--- src/rtl/player_ctrl.sv ---
// Player input conditioning: button synchronizers and debouncers, tick-paced column
// movement with clamping, and the fire FSM that picks a free missile slot and toggles its launch bit.
module player_ctrl #(
   parameter int unsigned DEBOUNCE_CYCLES = 315000,
   parameter int unsigned MOVE_TICKS      = 500000,
   parameter int unsigned STEP            = 2,
   parameter int unsigned COL_MIN         = 0,
   parameter int unsigned COL_MAX         = 624,
   parameter int unsigned COL_INIT        = 312,
   parameter int unsigned COOLDOWN_CYCLES = 4000000
) (
   input  logic        clk,
   input  logic        rst,
   input  logic        btn_left,
   input  logic        btn_right,
   input  logic        btn_fire,
   input  logic [7:0]  missle_en_xor,
   output logic [11:0] btn_col,
   output logic [7:0]  btn_missle_en,
   output logic        shot_fired
);

   // state | meaning
   // IDLE  | waiting for a fire rise with a free slot
   // ACK   | shot just issued, lasts one cycle
   // COOL  | cooldown counting down, fire rises discarded
   typedef enum logic [1:0] {
      ST_IDLE = 2'd0,
      ST_ACK  = 2'd1,
      ST_COOL = 2'd2
   } state_t;

   localparam int DB_W = (DEBOUNCE_CYCLES > 1) ? $clog2(DEBOUNCE_CYCLES) : 1;
   localparam int MV_W = (MOVE_TICKS > 1) ? $clog2(MOVE_TICKS) : 1;
   localparam int CD_W = (COOLDOWN_CYCLES > 1) ? $clog2(COOLDOWN_CYCLES) : 1;

   localparam logic [DB_W-1:0] DB_LAST = DB_W'(DEBOUNCE_CYCLES - 1);
   localparam logic [MV_W-1:0] MV_LAST = MV_W'(MOVE_TICKS - 1);
   localparam logic [CD_W-1:0] CD_LAST = CD_W'(COOLDOWN_CYCLES - 1);

   localparam logic [12:0] STEP_X = 13'(STEP);
   localparam logic [12:0] MIN_X  = 13'(COL_MIN);
   localparam logic [12:0] MAX_X  = 13'(COL_MAX);
   localparam logic [11:0] INIT_C = 12'(COL_INIT);

   localparam int B_LEFT  = 0;
   localparam int B_RIGHT = 1;
   localparam int B_FIRE  = 2;

   logic [2:0]      sync1_q, sync2_q;
   logic [2:0]      db_lvl_q, db_lvl_d;
   logic [DB_W-1:0] db_cnt_q [3];
   logic [DB_W-1:0] db_cnt_d [3];
   logic            fire_dly_q;
   logic            fire_rise;

   logic [MV_W-1:0] mv_cnt_q, mv_cnt_d;
   logic            tick;
   logic [11:0]     col_q, col_d;
   logic [12:0]     col_ext, col_dec, col_inc;

   state_t          state_q, state_d;
   logic [CD_W-1:0] cd_cnt_q, cd_cnt_d;
   logic [7:0]      en_q, en_d;
   logic            shot_q, shot_d;
   logic            slot_found;
   logic [1:0]      slot_idx;
   logic            unused_xor_hi;

   assign unused_xor_hi = ^missle_en_xor[7:3];

   // Counter measures how long the synchronized value has disagreed with the accepted level.
   always_comb begin
      db_lvl_d = db_lvl_q;
      for (int i = 0; i < 3; i++) begin
         db_cnt_d[i] = '0;
         if (sync2_q[i] != db_lvl_q[i]) begin
            if (db_cnt_q[i] == DB_LAST) begin
               db_lvl_d[i] = sync2_q[i];
            end else begin
               db_cnt_d[i] = db_cnt_q[i] + 1'b1;
            end
         end
      end
   end

   always_ff @(posedge clk or negedge rst) begin
      if (!rst) begin
         sync1_q    <= '0;
         sync2_q    <= '0;
         db_lvl_q   <= '0;
         fire_dly_q <= 1'b0;
         for (int i = 0; i < 3; i++) db_cnt_q[i] <= '0;
      end else begin
         sync1_q    <= {btn_fire, btn_right, btn_left};
         sync2_q    <= sync1_q;
         db_lvl_q   <= db_lvl_d;
         fire_dly_q <= db_lvl_q[B_FIRE];
         for (int i = 0; i < 3; i++) db_cnt_q[i] <= db_cnt_d[i];
      end
   end

   assign tick      = (mv_cnt_q == MV_LAST);
   assign mv_cnt_d  = tick ? '0 : mv_cnt_q + 1'b1;
   assign fire_rise = db_lvl_q[B_FIRE] & ~fire_dly_q;

   // 13-bit arithmetic keeps both directions clear of wraparound before clamping.
   always_comb begin
      col_ext = {1'b0, col_q};
      col_dec = col_ext - STEP_X;
      col_inc = col_ext + STEP_X;
      col_d   = col_q;
      if (tick) begin
         if (db_lvl_q[B_LEFT] && !db_lvl_q[B_RIGHT]) begin
            col_d = (col_ext < MIN_X + STEP_X) ? MIN_X[11:0] : col_dec[11:0];
         end else if (db_lvl_q[B_RIGHT] && !db_lvl_q[B_LEFT]) begin
            col_d = (col_inc > MAX_X) ? MAX_X[11:0] : col_inc[11:0];
         end
      end
   end

   always_ff @(posedge clk or negedge rst) begin
      if (!rst) begin
         mv_cnt_q <= '0;
         col_q    <= INIT_C;
      end else begin
         mv_cnt_q <= mv_cnt_d;
         col_q    <= col_d;
      end
   end

   always_comb begin
      slot_found = 1'b0;
      slot_idx   = 2'd0;
      for (int i = 2; i >= 0; i--) begin
         if (!missle_en_xor[i]) begin
            slot_found = 1'b1;
            slot_idx   = 2'(i);
         end
      end
   end

   always_ff @(posedge clk or negedge rst) begin
      if (!rst) begin
         state_q  <= ST_IDLE;
         cd_cnt_q <= '0;
         en_q     <= '0;
         shot_q   <= 1'b0;
      end else begin
         state_q  <= state_d;
         cd_cnt_q <= cd_cnt_d;
         en_q     <= en_d;
         shot_q   <= shot_d;
      end
   end

   always_comb begin
      state_d = state_q;
      case (state_q)
         ST_IDLE: if (fire_rise && slot_found) state_d = ST_ACK;
         ST_ACK:  state_d = ST_COOL;
         ST_COOL: if (cd_cnt_q == '0) state_d = ST_IDLE;
         default: state_d = ST_IDLE;
      endcase
   end

   always_comb begin
      en_d     = en_q;
      shot_d   = 1'b0;
      cd_cnt_d = cd_cnt_q;
      case (state_q)
         ST_IDLE: begin
            if (fire_rise && slot_found) begin
               en_d[slot_idx] = ~en_q[slot_idx];
               shot_d         = 1'b1;
            end
         end
         ST_ACK:  cd_cnt_d = CD_LAST;
         ST_COOL: if (cd_cnt_q != '0) cd_cnt_d = cd_cnt_q - 1'b1;
         default: cd_cnt_d = '0;
      endcase
   end

   assign btn_col       = col_q;
   assign btn_missle_en = en_q;
   assign shot_fired    = shot_q;

endmodule

--- config.mk ---
export PLATFORM = sky130hd
export DESIGN_NAME = player_ctrl
export DESIGN_NICKNAME = d
export VERILOG_FILES = /design/src/rtl/player_ctrl.sv
export SDC_FILE = /design/constraint.sdc
export NUM_CORES = 1
export LEC_CHECK = 0
export ABC_AREA = 1
export CORE_UTILIZATION = 44
export DETAILED_ROUTE_END_ITERATION = 10
export PLACE_DENSITY = 0.6
export SLEW_MARGIN = 20
export SYNTH_ARGS = -nofsm -noshare
export SYNTH_HDL_FRONTEND = slang
export SYNTH_SLANG_ARGS = --single-unit
--- constraint.sdc ---
create_clock -name clk -period 1.69 [get_ports clk]
set_clock_uncertainty 0.1 [all_clocks]
set_input_delay 0.338 -clock clk [delete_from_list [all_inputs] [get_ports clk]]
set_output_delay 0.338 -clock clk [all_outputs]
set_load 0.1 [all_outputs]
==> results.md, run 1 <==
- Layout Cells excl Fill: 1411
- Max Fclk: 508 MHz
- Switching share of power: 21.4%
- Setup slack after layout: -278 ps
- Critical Path RT: 1950 ps
- HP Start: sync1_q[1]
- Cell mode on critical path: nand2_2
- Fin crit period: 1970 ps
- Top post-synthesis cells by count: nand2_1, nor2_1, dfrtp_1
- GRT met2 Usage: 35.6%
- Kind of critical path: flop to flop
- Synthesized area: 7450 µm²
- Vias in the first global route: 6754
- Crit-path max FO: 5
- Post-synth top area share: 41.0%
- Grt met1 use: 31.3%
- Nets: 1203
- FFs w/ async S/R, synth: 100%
- Worst Setup End Kind: flop
- Placed Area: 9260 µm²
- Number of clock sinks: 126
- Worst-path clk slew: 60 ps
- Core area: 16500 µm²
- Final hold vios: 0
- CP max stage cell: dfrtp_1
- Clock buffer depth: 2
- RSZ-0062 raised after global routing: yes
- Number of nets with antenna violations after routing: 0
- Post-route cell area: 11000 µm²
- Combinational Power Share: 4.2%
- Synth Flop Type: dfrtp_1
- Worst Path Arrival: 2230 ps
- First-pass GRT wire length: 31.7 mm
- Root buffer cell: clkbuf_16
- Later-pin clock latency in the skew report: 420 ps
- Pint: 5.87 mW
- Num CTS Buffers: 17
- Syn avg cell area: 7.65 µm²
- Global-route usage over all layers: 22.4%
- EDFF count, synth: 0
- Synth Register Bits: 126
- RePlAce Congestion: 0.885
- Syn. warnings: 0
- Initial antenna violation count: 0
- Leak: 5.40 nW
- Row cnt: 47
- Status: finished, violations left
- # IOs: 34
- Area contributors post-synth: dfrtp_1, nand2_1, nor2_1, inv_1, nand3_1
- Post-synthesis sequential area ratio: 42.4%
- Seq pwr share: 41.1%
- Clock power share: 54.7%
- Fin crit share: 116%
- Vias: 7112
- Hold Path End: sync2_q[1]
- Routed WL: 19.4 mm
- R2R depth: 9
- Min Hold Slack: 248 ps
- Cells after Synth: 974
- Pin count of the biggest net entering global routing: 36
- Distinct cells, synth: 42
- Setup TNS: -7020 ps
- Share of cells above drive strength 1: 35.9%
- M3 GR Usage: 3.92%
- Worst-path cell chain: nor2_1 > inv_1 > nor3_1 > nand4_1 > nand2_4 > buf_12 > buf_8 > nand2_2 > nand2_2
- CP Launch Type: flop
- DR DRC count: 0
- Failing checks: setup timing
- Placed Cells: 1345
- Setup violators final: 38
- Drt wl/cell: 13.7 µm
- Synth-to-layout area growth: 47.2%
- RR Startpoint: cd_cnt_q[2]
- Die area: 17400 µm²
- Die H: 132 µm
- Port bufs: 23
- Power Total: 7.46 mW
- Biggest area consumer among synthesized cells: dfrtp_1
- Overflow after GRT: 0
- Final core occ: 66.3%
- Die width: 132 µm
- P per Cell Area: 681 nW/µm²
- CTS tree: yes
- CP peak stage delay: 390 ps
- Max-Cap Viols: 0
- WHS Path Cells: 0
- Pins Over Slew Limit: 0
- ANT cells: 0
- Min-delay worst type: flop to flop
- Reg-to-reg setup timing slack: -280 ps
- DRT Pass-1 Iters: 5
- Sw Pwr: 1.60 mW
- DRT iter0 DRCs: 471
- Placement Setup Slack: -208 ps
- R2R Path End: cd_cnt_q[9]
- H-tree Lvls: 4
- Vias/cell: 5.04
- Initial core utilization: 45.1%
- Layer with the highest usage: met2
- Final HPWL DP: 13.0 mm
- Peak supply drop: 778 µV
- Count leader, synth: nand2_1
==> area by class of cell <==
cell class / count / area, µm²
Clock buffer: 20 / 457
Clock inverter: 12 / 210
Fill cell: 1335 / 5560
Inverter: 118 / 453
Multi-Input combinational cell: 719 / 4490
Sequential cell: 126 / 3190
Tap cell: 220 / 275
Timing Repair Buffer: 195 / 1880
Timing Repair inverter: 1 / 8.76
==> logic make-up (layout without fill, tap and decap cells) <==
family	after synthesis	count (layout)	share of synthesized area [%]
other	1	5	0.0504
DFF	126	126	42.4
and+or+nand+nor	577	578	36.6
muxes	1	1	0.151
adders and majority gates	12	12	2.02
xor gates and xnor gates	56	56	6.59
buffers and inverters	134	346	7.24
AOI/OAI and AO/OA	67	67	4.92
==> sequential cells by signal, summed over array words and instances, names as in the netlist <==
| signal | flops |
|---|---|
| btn_missle_en | 4 |
| state_q | 2 |
| db_lvl_q | 3 |
| sync1_q | 3 |
| cd_cnt_q | 22 |
| mv_cnt_q | 19 |
| fire_dly_q | 1 |
| shot_fired | 1 |
| btn_col | 11 |
| sync2_q | 3 |
| db_cnt_q | 57 |
==> power by group through the flow <==
stage               clock network, mW  logic [mW]  registers (mW)
finish                           4.08       0.311            3.07
global route                     4.30       0.346            3.07
CTS                              4.17       0.281            3.06
detailed placement                  0       0.269            3.12
global placement                    0       0.265            3.12
floorplan                           0       0.118            3.12
==> layer usage <==
metal	wire [µm]	part of all wire (%)	vias up
li1	-	-	3578
met5	0	0	-
met1	9220	48	3401
met2	9350	48	115
met3	581	3.0	18
met4	235	1.2	0
==> worst max-delay path: cells and delay by family, from the launching register on <==
kind	cells	cell delay, ps
simple gates	6	1090
buf+inv	3	340
flops	1	390
==> worst max-delay path by stage <==
stage / start / end / slack (ps) / cells after the start
global placement: cd_cnt_q[1] / cd_cnt_q[18] / -150 / 10
detailed placement: cd_cnt_q[1] / cd_cnt_q[19] / -210 / 10
global route: cd_cnt_q[1] / cd_cnt_q[14] / -340 / 11
CTS: btn_col[3] / btn_col[3] / -150 / 2
floorplan: btn_col[4] / btn_col[1] / -290 / 10
finish: cd_cnt_q[2] / cd_cnt_q[9] / -280 / 9
==> layout by cell type, fill, tap and decap left out, types with 21 or more instances in the layout <==
cell	count
dfrtp_1	109
nand2_2	36
nand2_1	179
nand3_2	23
xor2_1	39
inv_1	102
nor2_1	110
nor3_1	26
nand4_1	36
nand3_1	50
nor2_4	22
buf_4	142
buf_12	21
a21oi_1	22
==> what timing repair did <==
action                                  CTS  global route
gates cloned                              2             3
resized for setup                        52           150
setup buffers                             9            22
hold buffers                              1             0
pin swaps                                19            50
endpoints found under the setup margin   44            89
hold endpoints to repair                 29             0
(Power assumes the default switching activity.)
==> inputs of run 2 (changes only) <==
Settings changed: HOLD_SLACK_MARGIN set to 0.12, PLACE_DENSITY 0.6 to 0.63.
==> run 2 against run 1 <==
- the flow still finishes with violations (setup timing)
- utilization is 2.3 points lower
- total power decreased by 6.3%
- maximum frequency grew 1.2%
- cell count down 0.14%
- combinational power fell by 12%
- largest cell class unchanged
- largest power group unchanged
==> results.md, run 2 (same netlist as run 1, synthesis figures left out) <==
- Status: finished, violations left
- Failing checks: setup timing
- RSZ-0062 raised after global routing: yes
- Max FFs per register: 57 (unchanged)
- H-tree Lvls: 4 (unchanged)
- Combinational Power Share: 3.9% (-0.3 points)
- Final HPWL DP: 12.9 mm (-1.4%)
- Placed Area: 9270 µm² (+0.11%)
- Seq pwr share: 43.9% (+2.8 points)
- R2R depth: 11 (+2)
- Port bufs: 23 (unchanged)
- Reg-to-reg setup timing slack: -250 ps (+20 ps)
- Vias/cell: 5.05 (+0.18%)
- ANT cells: 0 (unchanged)
- Setup violators final: 38 (unchanged)
- HP Start: sync1_q[0]
- DRT iter0 DRCs: 458 (-2.8%)
- Worst-path clk slew: 60 ps (about the same)
- Synth-to-layout area growth: 42.0%
- Number of nets with antenna violations after routing: 0 (unchanged)
- Post-route cell area: 10600 µm² (-3.5%)
- Pint: 5.43 mW (-7.5%)
- Most common cell after layout, fill and taps aside: nand2_1
- Crit-path max FO: 7 (+2)
- Initial antenna violation count: 0 (unchanged)
- Root buffer cell: clkbuf_16
- Initial core utilization: 45.1% (unchanged)
- Clock buffer depth: 2 (unchanged)
- CP Launch Type: flop
- R2R Path End: btn_col[3]
- Later-pin clock latency in the skew report: 420 ps (about the same)
- Pins Over Slew Limit: 0 (unchanged)
- Hold Path End: sync2_q[0]
- P per Cell Area: 661 nW/µm² (-2.9%)
- Num CTS Buffers: 17 (unchanged)
- Fin crit period: 1940 ps (-23.6 ps)
- Setup slack after layout: -255 ps (+23.6 ps)
- Critical Path RT: 1940 ps (about the same)
- Most frequent cells in the layout: nand2_1, buf_4, nor2_1
- Power Total: 6.99 mW (-6.3%)
- Largest reg by FF count: db_cnt_q
- Fin crit share: 115% (-1.4 points)
- Global-route usage over all layers: 21.9% (-0.49 points)
- Row cnt: 47 (unchanged)
- Vias in the first global route: 6893 (+2.1%)
- Routed WL: 18.8 mm (-2.8%)
- Vias: 7115 (+0.042%)
- Worst Path Arrival: 2200 ps (-30 ps)
- CTS tree: yes
- Final hold vios: 0 (unchanged)
- Die H: 132 µm (unchanged)
- WHS Path Cells: 0 (unchanged)
- Worst Setup End Kind: flop
- Switching share of power: 22.4% (+1.0 points)
- Min-delay worst type: flop to flop
- Sw Pwr: 1.57 mW (-1.9%)
- Placement Setup Slack: -189 ps (+18.3 ps)
- # IOs: 34 (unchanged)
- Leak: 5.27 nW (-2.4%)
- Drt wl/cell: 13.4 µm (-2.7%)
- Pin count of the biggest net entering global routing: 50 (+39%)
- Overflow after GRT: 0 (unchanged)
- Share of cells above drive strength 1: 31.6% (-4.2 points)
- Nets: 1201 (-0.17%)
- Largest regs: db_cnt_q (57), cd_cnt_q (22), mv_cnt_q (19)
- Peak supply drop: 730 µV (-6.2%)
- Number of clock sinks: 126 (unchanged)
- Clock power share: 52.2% (-2.5 points)
- Core area: 16500 µm² (unchanged)
- Max-Cap Viols: 0 (unchanged)
- Max Fclk: 514 MHz (+1.2%)
- Kind of critical path: flop to flop
- Die width: 132 µm (unchanged)
- First-pass GRT wire length: 31.1 mm (-1.9%)
- RePlAce Congestion: 0.860 (-2.8%)
- DR DRC count: 0 (unchanged)
- Die area: 17400 µm² (unchanged)
- RR Startpoint: btn_col[4]
- DRT Pass-1 Iters: 4 (-1)
## run 2: what timing repair did
| item | CTS | global route |
|---|---|---|
| buffers inserted | 9 | 18 |
| setup endpoints to repair | 40 | 75 |
| pin swaps | 17 | 36 |
| gates cloned | 2 | 1 |
| hold buffers | 1 | 0 |
| hold endpoints to repair | 126 | 0 |
| gates resized for setup | 46 | 83 |
## run 2: worst max-delay path by stage
stage | start | end | slack (ps) | depth (start not counted)
after floorplan | btn_col[4] | btn_col[1] | -290 | 10
after global placement | btn_col[3] | btn_col[6] | -170 | 11
after detailed placement | btn_col[3] | btn_col[1] | -190 | 9
after CTS | btn_col[3] | btn_col[1] | -140 | 9
after global routing | btn_col[4] | btn_col[8] | -390 | 11
final | btn_col[4] | btn_col[3] | -250 | 11
## run 2: metrics by stage
step	instances	utilization, %	setup TNS [ps]	hold slack (ps)
floorplan	978	-	-2960	-57.6
global placement	1348	56.1	-3710	131
detailed placement	1348	56.1	-4270	131
CTS	1392	61.1	-3040	244
global route	1409	64.0	-9910	239
finish	1409	64.0	-5670	247
## run 2: worst max-delay path: stages, from the launching register on
cell      delay, ps
dfstp_4         690
nand2_4          80
nor2_4          140
nand2_2         100
nand2_2          70
nand2_1          50
nor2_1          110
nand2_1          90
nand2_2         130
buf_6           120
nand3_4          50
a21boi_2        140
## run 2: layer usage
metal  global-route usage (%)  routed length, µm  up-vias  share of wire (%)
li1                         -                  -     3576                  -
met1                     27.0               8240     3384                 44
met2                     37.4               9640      125                 51
met3                     5.23                632       30                3.4
met4                     7.75                327        0                1.7
met5                        0                  0        -                  0
## run 2: cell type report
class / count / area [µm²]
fillers: 1402 / 5950
multi-input cells: 719 / 4280
flip-flops and latches: 126 / 3190
repair buffers: 194 / 1800
clock buffers: 23 / 478
inverters: 118 / 448
well taps: 220 / 275
clock inverters: 9 / 110
## run 2: power groups by stage
stage | Sequential [mW] | Clock (mW) | Combinational (mW)
floorplan | 3.12 | 0 | 0.118
global placement | 3.12 | 0 | 0.250
detailed placement | 3.12 | 0 | 0.253
CTS | 3.06 | 3.73 | 0.258
global route | 3.07 | 3.85 | 0.308
finish | 3.07 | 3.65 | 0.274
==> inputs of run 3 (changes only) <==
Clock period 1.69 ns to 1.78 ns, I/O delays scaled along.
==> run 3 against run 2 <==
- the flow still finishes with violations (setup timing)
- setup slack improved by 93 ps
- die area unchanged
- utilization shrank 1.5 points
- sequential power shrank 5%
- design area down 2.3%
- critical path type unchanged
- largest cell class unchanged
- largest power group unchanged
- highest routed layer unchanged
==> results.md, run 3 (same netlist as run 1, synthesis figures left out) <==
- Status: finished, violations left
- Failing checks: setup timing
- Num CTS Buffers: 17 (unchanged)
- Pins Over Slew Limit: 0 (unchanged)
- Worst-path cell chain: inv_2 > ha_4 > inv_2 > or2_4 > nor3_4 > nand4_1 > nand2_4 > nor2_4 > nand2_4 > nand3_2
- Overflow after GRT: 0 (unchanged)
- Min-delay worst type: flop to flop
- Combinational Power Share: 3.5% (-0.4 points)
- Min Hold Slack: 246 ps (-0.939 ps)
- Setup slack after layout: -162 ps (+92.9 ps)
- Vias/cell: 5.13 (+1.7%)
- Largest reg by FF count: db_cnt_q
- Sw Pwr: 1.44 mW (-8.1%)
- Initial antenna violation count: 0 (unchanged)
- Pin count of the biggest net entering global routing: 39 (-22%)
- Clock buffer depth: 2 (unchanged)
- Final HPWL DP: 12.6 mm (-2.3%)
- # IOs: 34 (unchanged)
- Initial core utilization: 45.1% (unchanged)
- Die width: 132 µm (unchanged)
- Peak supply drop: 664 µV (-9.0%)
- ANT cells: 0 (unchanged)
- Most frequent cells in the layout: nand2_1, nor2_1, dfrtp_1
- Max Fclk: 515 MHz (+0.15%)
- Max FFs per register: 57 (unchanged)
- Die area: 17400 µm² (unchanged)
- Routed WL: 19.0 mm (+0.70%)
- Final core occ: 62.5% (-1.5 points)
- Worst Setup End Kind: flop
- CP max stage cell: dfrtp_1
- Nets: 1150 (-4.2%)
- DR DRC count: 0 (unchanged)
- Worst Path Arrival: 2140 ps (-60 ps)
- Port bufs: 23 (unchanged)
- RSZ-0062 raised after global routing: yes
- First-pass GRT wire length: 31.5 mm (+1.2%)
- Cell family contributing the most delay on the critical path: simple AND/OR/NAND/NOR gates
- CP peak stage delay: 390 ps (-300 ps)
- Core area: 16500 µm² (unchanged)
- CTS tree: yes
- RePlAce Congestion: 0.859 (about the same)
- P per Cell Area: 691 nW/µm² (+4.5%)
- Critical Path RT: 1980 ps (+40 ps)
- Vias: 6973 (-2.0%)
- Post-route cell area: 10300 µm² (-2.3%)
- Power Total: 7.14 mW (+2.1%)
- Root buffer cell: clkbuf_16
- Clock power share: 55.6% (+3.4 points)
- Fill cell count: 1404 (+0.14%)
- Pint: 5.70 mW (+5.1%)
- Fin crit period: 1940 ps (-2.92 ps)
- Largest regs: db_cnt_q (57), cd_cnt_q (22), mv_cnt_q (19)
- CP Launch Type: flop
- Worst Path Buf+Inv: 2 (+1)
- DRT Pass-1 Iters: 4 (unchanged)
- Number of nets with antenna violations after routing: 0 (unchanged)
- Fin crit share: 109% (-6.0 points)
- Final hold vios: 0 (unchanged)
- Worst-path clk slew: 50 ps (about the same)
- Row cnt: 47 (unchanged)
- Leak: 5.12 nW (-2.9%)
- Most common cell after layout, fill and taps aside: nand2_1
- Placed Area: 8800 µm² (-5.1%)
- Max-Cap Viols: 0 (unchanged)
- Vias in the first global route: 6770 (-1.8%)
- Global-route usage over all layers: 22.3% (+0.35 points)
- Switching share of power: 20.1% (-2.2 points)
- Later-pin clock latency in the skew report: 420 ps (about the same)
- Drt wl/cell: 14.0 µm (+4.5%)
- Number of clock sinks: 126 (unchanged)
- DRT iter0 DRCs: 329 (-28%)
- Crit-path max FO: 5 (-2)
- Seq pwr share: 40.9% (-3.0 points)
- Die H: 132 µm (unchanged)
- Share of cells above drive strength 1: 29.3% (-2.3 points)
- H-tree Lvls: 4 (unchanged)
- Setup violators final: 34 (-11%)
- Synth-to-layout area growth: 38.7%
- Kind of critical path: flop to flop
-- run 3: changes by cell type in the layout (fill, tap and decap cells not counted), sizes merged --
cell	before	now
clkbuf	24	21
bufinv	2	6
inv	118	117
buf	186	136
clkinvlp	3	2
-- run 3: final timing paths --
kind | to | startpoint | depth (start not counted) | slack, ps
max in group asynchronous | btn_col[8] | rst | 3 | 740
setup reg to reg | cd_cnt_q[0] | cd_cnt_q[1] | 10 | -160
hold reg to reg | sync2_q[0] | sync1_q[0] | 0 | 250
min in group asynchronous | db_cnt_q[24] | rst | 2 | 300
setup / recovery | cd_cnt_q[0] | cd_cnt_q[1] | 10 | -160
hold / removal | sync2_q[0] | sync1_q[0] | 0 | 250
-- run 3: per-layer routing --
metal | wire (µm) | GRT usage, % | vias to the layer above
met2 | 9480 | 37.1 | 120
li1 | - | - | 3477
met1 | 8660 | 28.9 | 3354
met5 | 0 | 0 | -
met4 | 238 | 7.75 | 0
met3 | 605 | 4.31 | 22
-- run 3: area by class of cell --
cell class,count,area [µm²],area share (%)
timing repair buffer,143,1390,13.5
sequential,126,3190,30.8
inverter,118,450,4.36
clock inverter,11,210,2.03
tap,220,275,2.66
clock buffer,21,470,4.55
multi-input combinational,719,4350,42.1
-- run 3: repair_timing --
action / in CTS / in global routing
cloned: 2 / 0
hold endpoints to repair: 123 / 0
endpoints found under the setup margin: 39 / 65
hold buffers: 1 / 0
resized for setup: 56 / 105
buffers inserted: 8 / 19
pin swaps: 18 / 43
-- run 3: metrics by stage --
stage / TNS, ps / std cells / setup slack (ps)
2_1_floorplan: -1400 / 978 / -202
3_3_place_gp: -1510 / 1298 / -88.6
3_5_place_dp: -2820 / 1298 / -158
4_1_cts: -2980 / 1340 / -148
5_1_grt: -8060 / 1358 / -264
6_report: -3690 / 1358 / -162
-- run 3: power groups by stage --
| stage | Clock, mW | Sequential (mW) | Combinational (mW) |
|---|---|---|---|
| final | 3.97 | 2.92 | 0.252 |
| after global routing | 4.16 | 2.92 | 0.283 |
| after CTS | 4.05 | 2.91 | 0.232 |
| after detailed placement | 0 | 2.96 | 0.222 |
| after global placement | 0 | 2.96 | 0.219 |
| after floorplan | 0 | 2.96 | 0.110 |
